**config.mk**
```make
export PLATFORM = sky130hd
export DESIGN_NAME = bram_snapshot_writer
export DESIGN_NICKNAME = d
export VERILOG_FILES = /design/src/rtl/bram_snapshot_writer_pkg.sv /design/src/rtl/bram_snapshot_writer_counter.sv /design/src/rtl/bram_snapshot_writer.sv
export SDC_FILE = /design/constraint.sdc
export NUM_CORES = 1
export LEC_CHECK = 0
export BUFFER_PORTS_ARGS = -buffer_cell sky130_fd_sc_hd__buf_2
export CORE_MARGIN = 4
export CORE_UTILIZATION = 51
export DETAILED_ROUTE_END_ITERATION = 12
export GPL_TIMING_DRIVEN = 0
export PLACE_DENSITY = 0.92
export SETUP_SLACK_MARGIN = 0.5
export SLEW_MARGIN = 15
export SYNTH_ARGS = -nofsm -noshare
export SYNTH_HDL_FRONTEND = slang
export SYNTH_HIERARCHICAL = 1
export SYNTH_SLANG_ARGS = --single-unit
```
**constraint.sdc**
```tcl
create_clock -name clk -period 3.7 [get_ports clk]
set_input_delay 0.185 -clock clk [delete_from_list [all_inputs] [get_ports clk]]
set_output_delay 0.185 -clock clk [all_outputs]
set_load 0.02 [all_outputs]
```
**src/rtl/bram_snapshot_writer_pkg.sv**
```systemverilog
`default_nettype none
// ============================================================================
// Module   : bram_snapshot_writer_pkg
// Purpose  : Shared definitions for the BRAM snapshot writer.
//            - Capture state encoding.
//            - Helper that derives the BRAM depth from an address width.
// Revision : 1.0 - initial release
// ============================================================================
package bram_snapshot_writer_pkg;

    localparam int          c_STATE_W   = 2;
    localparam logic [1:0]  c_ST_IDLE    = 2'd0;
    localparam logic [1:0]  c_ST_ARMED   = 2'd1;
    localparam logic [1:0]  c_ST_CAPTURE = 2'd2;
    localparam logic [1:0]  c_ST_DONE    = 2'd3;

    // DEPTH = 2**ADDR_WIDTH
    function automatic int snap_depth(input int addr_width);
        return 1 << addr_width;
    endfunction

endpackage
`default_nettype wire

```
**src/rtl/bram_snapshot_writer_counter.sv**
```systemverilog
`default_nettype none
// ============================================================================
// Module   : snapshot_addr_counter
// Purpose  : Wrapping WIDTH-bit up-counter.
//            - Synchronous clear.
//            - Count enable.
//            - Terminal-value flag.
//            Used both for the BRAM write address and for the post-trigger
//            sample count.
// Ports    : clk, rst   - clock, synchronous active-high reset
//            i_clr      - return count to zero (priority over i_en)
//            i_en       - advance count by one, modulo 2**WIDTH
//            o_count    - current count
//            o_last     - high while o_count == LAST_VALUE
// Revision : 1.0 - initial release
// ============================================================================
module snapshot_addr_counter
    import bram_snapshot_writer_pkg::*;
#(
    parameter int               WIDTH      = 10,
    parameter logic [WIDTH-1:0] LAST_VALUE = {WIDTH{1'b1}}
) (
    input  logic             clk,
    input  logic             rst,
    input  logic             i_clr,
    input  logic             i_en,
    output logic [WIDTH-1:0] o_count,
    output logic             o_last
);

    logic [WIDTH-1:0] r_count;

    always_ff @(posedge clk) begin
        if (rst) begin
            r_count <= '0;
        end else if (i_clr) begin
            r_count <= '0;
        end else if (i_en) begin
            r_count <= r_count + 1'b1;
        end
    end

    assign o_count = r_count;
    assign o_last  = (r_count == LAST_VALUE);

endmodule
`default_nettype wire

```
**src/rtl/bram_snapshot_writer.sv**
```systemverilog
`default_nettype none
// ============================================================================
// Module   : bram_snapshot_writer
// Purpose  : Captures a contiguous snapshot of a sample stream into the
//            fabric port of a dual-port BRAM.
//            - Waits for arm, then for trigger.
//            - Raises done once the last write has landed.
//            Optional macro SNAPSHOT_PRETRIGGER_EN enables pre-trigger mode:
//            - While armed, every valid sample fills a free-running ring.
//            - After the trigger, POST_SAMPLES samples are written.
//            - trig_addr reports where the trigger sample landed.
// Ports    : clk, rst        - clock, synchronous active-high reset
//            din/din_valid   - input sample stream
//            arm             - start a new capture (from IDLE or DONE)
//            trigger         - capture trigger, qualified with the stream
//            bram_din/addr/we- registered BRAM write port
//            busy            - ARMED or CAPTURE
//            done            - snapshot complete, held until arm or rst
//            trig_addr       - trigger sample address (macro build only)
// Revision : 1.0 - initial release
// ============================================================================
module bram_snapshot_writer
    import bram_snapshot_writer_pkg::*;
#(
    parameter int DATA_WIDTH   = 64,
    parameter int ADDR_WIDTH   = 10,
    parameter int POST_SAMPLES = 2**(ADDR_WIDTH-1)
) (
    input  logic                  clk,
    input  logic                  rst,
    input  logic [DATA_WIDTH-1:0] din,
    input  logic                  din_valid,
    input  logic                  arm,
    input  logic                  trigger,
    output logic [DATA_WIDTH-1:0] bram_din,
    output logic [ADDR_WIDTH-1:0] bram_addr,
    output logic                  bram_we,
    output logic                  busy,
    output logic                  done
`ifdef SNAPSHOT_PRETRIGGER_EN
    ,
    output logic [ADDR_WIDTH-1:0] trig_addr
`endif
);

    localparam int c_DEPTH = snap_depth(ADDR_WIDTH);

    if (POST_SAMPLES < 1 || POST_SAMPLES > c_DEPTH) begin : g_post_samples_range
        $error("bram_snapshot_writer: POST_SAMPLES out of range 1..2**ADDR_WIDTH");
    end

    logic [c_STATE_W-1:0]  r_state;
    logic [c_STATE_W-1:0]  w_state_next;
    logic [DATA_WIDTH-1:0] r_bram_din;
    logic [ADDR_WIDTH-1:0] r_bram_addr;
    logic                  r_bram_we;
    logic                  r_busy;
    logic                  r_done;

    logic                  w_arm_accept;
    logic                  w_write;
    logic [ADDR_WIDTH-1:0] w_addr;
    logic                  w_addr_last;

    snapshot_addr_counter #(
        .WIDTH      (ADDR_WIDTH),
        .LAST_VALUE ({ADDR_WIDTH{1'b1}})
    ) u_addr_counter (
        .clk     (clk),
        .rst     (rst),
        .i_clr   (w_arm_accept),
        .i_en    (w_write),
        .o_count (w_addr),
        .o_last  (w_addr_last)
    );

`ifdef SNAPSHOT_PRETRIGGER_EN
    localparam logic [ADDR_WIDTH-1:0] c_POST_LAST = ADDR_WIDTH'(POST_SAMPLES - 1);

    logic                  w_post_en;
    logic                  w_trig_latch;
    logic [ADDR_WIDTH-1:0] w_post_count;
    logic                  w_post_last;
    logic [ADDR_WIDTH-1:0] r_trig_addr;
    logic                  w_addr_last_unused;

    // The ring address wraps freely in this mode, so the terminal flag of
    // the address counter has no role here.
    assign w_addr_last_unused = w_addr_last;

    // Counts post-trigger samples already written, trigger sample included.
    snapshot_addr_counter #(
        .WIDTH      (ADDR_WIDTH),
        .LAST_VALUE (c_POST_LAST)
    ) u_post_counter (
        .clk     (clk),
        .rst     (rst),
        .i_clr   (w_arm_accept),
        .i_en    (w_post_en),
        .o_count (w_post_count),
        .o_last  (w_post_last)
    );
`endif

    // ------------------------------------------------------------------
    // Next-state and write decode
    // ------------------------------------------------------------------
    always_comb begin
        w_state_next = r_state;
        w_arm_accept = 1'b0;
        w_write      = 1'b0;
`ifdef SNAPSHOT_PRETRIGGER_EN
        w_post_en    = 1'b0;
        w_trig_latch = 1'b0;
`endif
        case (r_state)
            c_ST_IDLE, c_ST_DONE: begin
                // A trigger arriving alongside arm is deliberately dropped.
                if (arm) begin
                    w_arm_accept = 1'b1;
                    w_state_next = c_ST_ARMED;
                end
            end
            c_ST_ARMED: begin
`ifdef SNAPSHOT_PRETRIGGER_EN
                w_write = din_valid;
                if (trigger) begin
                    w_post_en    = din_valid;
                    w_trig_latch = din_valid;
                    if (din_valid && w_post_last) begin
                        w_state_next = c_ST_DONE;
                    end else begin
                        w_state_next = c_ST_CAPTURE;
                    end
                end
`else
                if (trigger) begin
                    w_write      = din_valid;
                    w_state_next = c_ST_CAPTURE;
                end
`endif
            end
            c_ST_CAPTURE: begin
                w_write = din_valid;
`ifdef SNAPSHOT_PRETRIGGER_EN
                w_post_en = din_valid;
                // Trigger arrived without a valid sample: the first valid
                // sample in CAPTURE stands in as the trigger sample.
                w_trig_latch = din_valid && (w_post_count == '0);
                if (din_valid && w_post_last) begin
                    w_state_next = c_ST_DONE;
                end
`else
                if (din_valid && w_addr_last) begin
                    w_state_next = c_ST_DONE;
                end
`endif
            end
            default: begin
                w_state_next = c_ST_IDLE;
            end
        endcase
    end

    // ------------------------------------------------------------------
    // State and registered outputs
    // ------------------------------------------------------------------
    always_ff @(posedge clk) begin
        if (rst) begin
            r_state     <= c_ST_IDLE;
            r_bram_we   <= 1'b0;
            r_bram_addr <= '0;
            r_bram_din  <= '0;
            r_busy      <= 1'b0;
            r_done      <= 1'b0;
        end else begin
            r_state   <= w_state_next;
            r_bram_we <= w_write;
            if (w_write) begin
                r_bram_addr <= w_addr;
                r_bram_din  <= din;
            end
            r_busy <= (w_state_next == c_ST_ARMED) || (w_state_next == c_ST_CAPTURE);
            // done trails the DONE state by one cycle so that the final
            // strobe has already been presented to the BRAM.
            r_done <= (r_state == c_ST_DONE) && !w_arm_accept;
        end
    end

`ifdef SNAPSHOT_PRETRIGGER_EN
    always_ff @(posedge clk) begin
        if (rst) begin
            r_trig_addr <= '0;
        end else if (w_trig_latch) begin
            r_trig_addr <= w_addr;
        end
    end

    assign trig_addr = r_trig_addr;
`endif

    assign bram_din  = r_bram_din;
    assign bram_addr = r_bram_addr;
    assign bram_we   = r_bram_we;
    assign busy      = r_busy;
    assign done      = r_done;

endmodule
`default_nettype wire
```
# Word level (Yosys, flattened, before mapping)
# Index checks and enable logic that the tools add are counted.
# op_classes
add_sub_neg	1
mul	0
div	0
order_cmp	0
n_eq_ne	6
shifts	0
muxes	8
bitwise	0
reduce_logical	7
# ops
cell	n
10-bit by 1-bit adder with 10-bit output (second input constant)	1
10-bit == test (second input constant)	1
2-bit == test (second input constant)	3
2-bit two-way mux	3
2-bit case mux with 3 select lines	1
2-bit by 1-bit == test with 1-bit output (second input constant)	2
2-bit OR reduction	2
1-bit two-way mux	3
1-bit logical AND	2
2-bit zero test	1
1-bit case mux with 2 select lines	1
1-bit zero test	1
1-bit logical OR	1
# totals
ff_bits	89
latch_bits	0
mem_bits_rw	0
mem_bits_ro	0
inputBits	69
out_inout_bits	77
word_cells	29
memories	0

# Depth between registers and ports, before layout
# depth
ltp_word	6
ltp_mapped	11
depth_no_buf	8

# Hierarchy
# The synthesis kept the hierarchy.
# by_module_without_submodules
mod	instances	cells_each	area_per_inst_um2	seq_area_each_um2
bram_snapshot_writer	1	352	2910.3	1581.5
snapshot_addr_counter	1	50	459.2	200.2

# Worst setup path before layout
# Ideal clock, no wire load.
# synth_path
path_type	reg2reg
from	register r_state[0]
to	register u_addr_counter.r_count[8], in the netlist u_addr_counter/o_count[8]
setup_time_ns	0.071
arrival_ns	2.259
required_ns	3.629
setup_slack_ns	1.370
stages_incl_launch_ff	12
path_buffers	3
synth_period_minus_slack_ns	2.330
path_cell_list	dfxtp_1 -> inv_1 -> ha_1 -> nand2_1 -> or2_1 -> buf_6 -> clkinv_4 -> buf_2 -> buf_2 -> nand3_1 -> or4b_1 -> a21oi_1
# synth_between
word_cells_on_any_way	8
cone_classes	eq/ne (3); mux (2); reduce/logical (3)
# synth_rtl
item	line	text
start, declared	bram_snapshot_writer.sv:52	logic [c_STATE_W-1:0] r_state;
start signal, assigned	bram_snapshot_writer.sv:170	r_state <= c_ST_IDLE;
start signal, assigned	bram_snapshot_writer.sv:177	r_state <= w_state_next;
2-bit == test or 2-bit by 1-bit == test with 1-bit output (tied branches)	bram_snapshot_writer.sv:116	case (r_state)
1-bit case mux with 2 select lines (*)	bram_snapshot_writer.sv:116	
net w_write	bram_snapshot_writer.sv:61	logic w_write;
end signal, assigned	bram_snapshot_writer_counter.sv:39	r_count <= r_count + 1'b1;
end, declared	bram_snapshot_writer_counter.sv:31	logic [WIDTH-1:0] r_count;
# Mark *: on every way through the listed nets, which the timed path passes. The rest lies on a longest branch.
# A chain may end at the register's enable or synchronous reset.

# Worst setup path after layout
# Ends and elaborated chain as after synthesis.

==> out/results.ini <==
[synth]
synth_edf_count = 0
ys_async_sr_fraction = 0
synth_ff_type = dfxtp_1
synthCells = 402
yosys.area.top_type = dfxtp_1
synth.distinct_cells = 35
netlist_area_um2 = 3370
synth-seq-cells = 89
synth_area_per_cell_um2 = 8.38
seq_area_frac_synth = 0.529
netlist_top_cells_area = dfxtp_1, nand2_1, a21oi_1
syn_nets = 476
yosys_warnings = 6
yosysTopAreaCellShare = 0.529

[place]
place_congestion = 0.824
dp_cells = 624
hpwl_um = 6740
io_buffers = 145

[sta]
skew_ns = 0.00704
finalCriticalPeriod_ns = 2.70
finalSetupViolCount = 0
setup_tns_ns = 0
finalHoldViolCount = 0
max_clock_freq_ghz = 0.370
post-route-period-util = 0.731
relSlewSlack = 0.561
worst_slew_pin_slew_ns = 0.659
hold_ws_ns = 0.0669
rsz0062_at_grt = false
maxSlewViolCount = 0

[pwr]
p_leak_uw = 0.00191
pwr-share-seq = 0.535
intPower_uw = 1380
p_clk_frac = 0.349
combPwrFrac = 0.116
swShare = 0.259
powerDensity_nw_per_um2 = 423
vdd_drop_max_uv = 278
switchingPower_uw = 481

[setup_path]
worstPathRequired_ns = 3.98
critPathMostFrequentCell = buf_2
rr_worst_depth = 11
worst-path-buf-inv = 5
crit_fanout = 10
crit_cells = 11
start_kind = flip-flop
crit_arrival_ns = 2.98
r2r-end = u_addr_counter/o_count[8]$_SDFFE_PP0P_
end_kind = flip-flop
crit_path_cell_trace = inv_1, ha_1, nand2_1, or2_1, buf_6, clkinv_4, buf_2, buf_2, nand3_1, or4b_1, a21oi_1
timing.reg2reg.setup_slack_ns = 1.0
cpPeakStageDelay_ns = 0.52
crit_start = r_state[0]$_SDFF_PP0_
slowest_stage = or4b_1
cp_top_family = simple AND/OR/NAND/NOR gates
critPathCapture = u_addr_counter/o_count[8]$_SDFFE_PP0P_
r2r_start = r_state[0]$_SDFF_PP0_
crit_type = reg -> reg

[cts]
ctsRootBufferMaster = clkbuf_8
cts_sinks = 89
cts_tree = done
clockBufferDepth = 2
clock_latency_ns = 0.35
path_clk_slew_ns = 0.09
h-tree-depth = 3
cts_buffers = 9
post_cts_buffers = 0

[global_routing]
busiest_layer = met2
track_usage = 0.211
grt_pass1_wl_um = 13200
grt-ovfl-total = 0
antenna_found_initial = 0
grt_max_degree = 16
use_met1 = 0.237
grt_pass1_vias = 2996
use_met3 = 0.0350
groute.layer.met2.usage = 0.386

[finish]
fillCellCount = 518
fin_cells = 641
finish.utilization = 0.688
antennaDiodeCount = 0
layout.cells.most_common_list = buf_2, nand2_1, dfxtp_1
layout-drive-gt1-share = 0.358
finalNetCount = 633
final_common_cell = buf_2
area_growth_pct = 30.4

[detailed_routing]
drc = 0
wirelength_um = 8660
drt_first_pass_iters = 4
routed_via_density = 5.04
vias = 3233
drt_iter0_markers = 112
wire_per_inst_um = 13.5
ant_nets = 0

[floorplanning]
die_x_um = 89.3
num_rows = 29
io_pins = 146
fp.dieArea_um2 = 7970
dieHeight_um = 89.3
start_util = 0.528
core-area_um2 = 6390

[status]
status = finished, final reports clean

[worst_hold_path]
min_path_type = in -> reg

[run]
maxCapViolCount = 0

## registers in the layout, summed over array words and instances, names as in the netlist
register                flops
bram_addr                  10
bram_din                   64
bram_we                     1
busy                        1
done                        1
r_state                     2
u_addr_counter/o_count     10
## synthesized netlist by cell type, types with 2 or more instances
library cell,n
nand2_1,142
dfxtp_1,89
a21oi_1,72
clkbuf_1,12
a21oi_2,10
nand2_2,10
buf_2,9
nor2_1,7
o21ai_0,6
buf_6,5
ha_1,5
nand3_1,4
nor3b_1,3
xor2_1,3
buf_8,2
inv_1,2
nand4_1,2
or3_1,2
## cell families (layout without fill, tap and decap cells)
family | Yosys count | in the layout | share of synthesized area
mux | 1 | 1 | 0.00297
compound gates | 91 | 91 | 0.149
buf+inv | 31 | 193 | 0.0572
fa+ha+maj | 5 | 5 | 0.0186
xor+xnor | 4 | 4 | 0.0104
flops | 89 | 89 | 0.529
simple gates | 181 | 181 | 0.233
## cell type report
type,instances,area (um2),area share
Clock buffer,9,124,0.0282
Buffer,28,176,0.0401
Timing Repair Buffer,146,736,0.167
Inverter,3,16.3,0.00370
Tap cell,77,96.3,0.0219
Multi-Input combinational cell,282,1400,0.317
Clock inverter,7,70.1,0.0159
Sequential cell,89,1780,0.405
## power groups by stage
stage	Sequential, uW	Clock [uW]	Combinational, uW
2_1_floorplan	1040	0	103
3_3_place_gp	1020	0	208
3_5_place_dp	1020	0	215
4_1_cts	996	660	217
5_1_grt	999	705	237
6_report	997	650	215
## tightest hold or removal path, stage by stage
cell     delay [ns]
buf_2          0.09
nand2_1        0.04
a21oi_1        0.05
## stage by stage
step	instance area, um2	total power, uW	setup WS, ns
3_5_place_dp	4190	1230	1.07
6_report	4400	1860	0.995
2_1_floorplan	3370	1150	1.37
4_1_cts	4400	1870	0.983
5_1_grt	4400	1940	0.822
3_3_place_gp	4190	1220	1.19
## routing by layer
layer  routed length (um)  part of all wire
met1                 3400              0.39
met2                 4410              0.51
met3                  680             0.079
met4                  168             0.019
met5                    0                 0
## what timing repair did
item / CTS / global route
resized for setup: 0 / 0
hold buffers: 1 / 0
endpoints found under the hold margin: 1 / 0
## how the worst min path moves through the flow
stage	start	end	slack (ns)	cells past startpoint
floorplan	arm	done$_SDFF_PP0_	0.26	1
global placement	arm	done$_SDFF_PP0_	0.38	2
detailed placement	arm	done$_SDFF_PP0_	0.37	2
CTS	din[51]	bram_din[51]$_SDFFE_PP0P_	0.06	3
global route	din[51]	bram_din[51]$_SDFFE_PP0P_	0.05	3
finish	din[29]	bram_din[29]$_SDFFE_PP0P_	0.07	3
No activity file was read; power rests on OpenSTA's default activity.
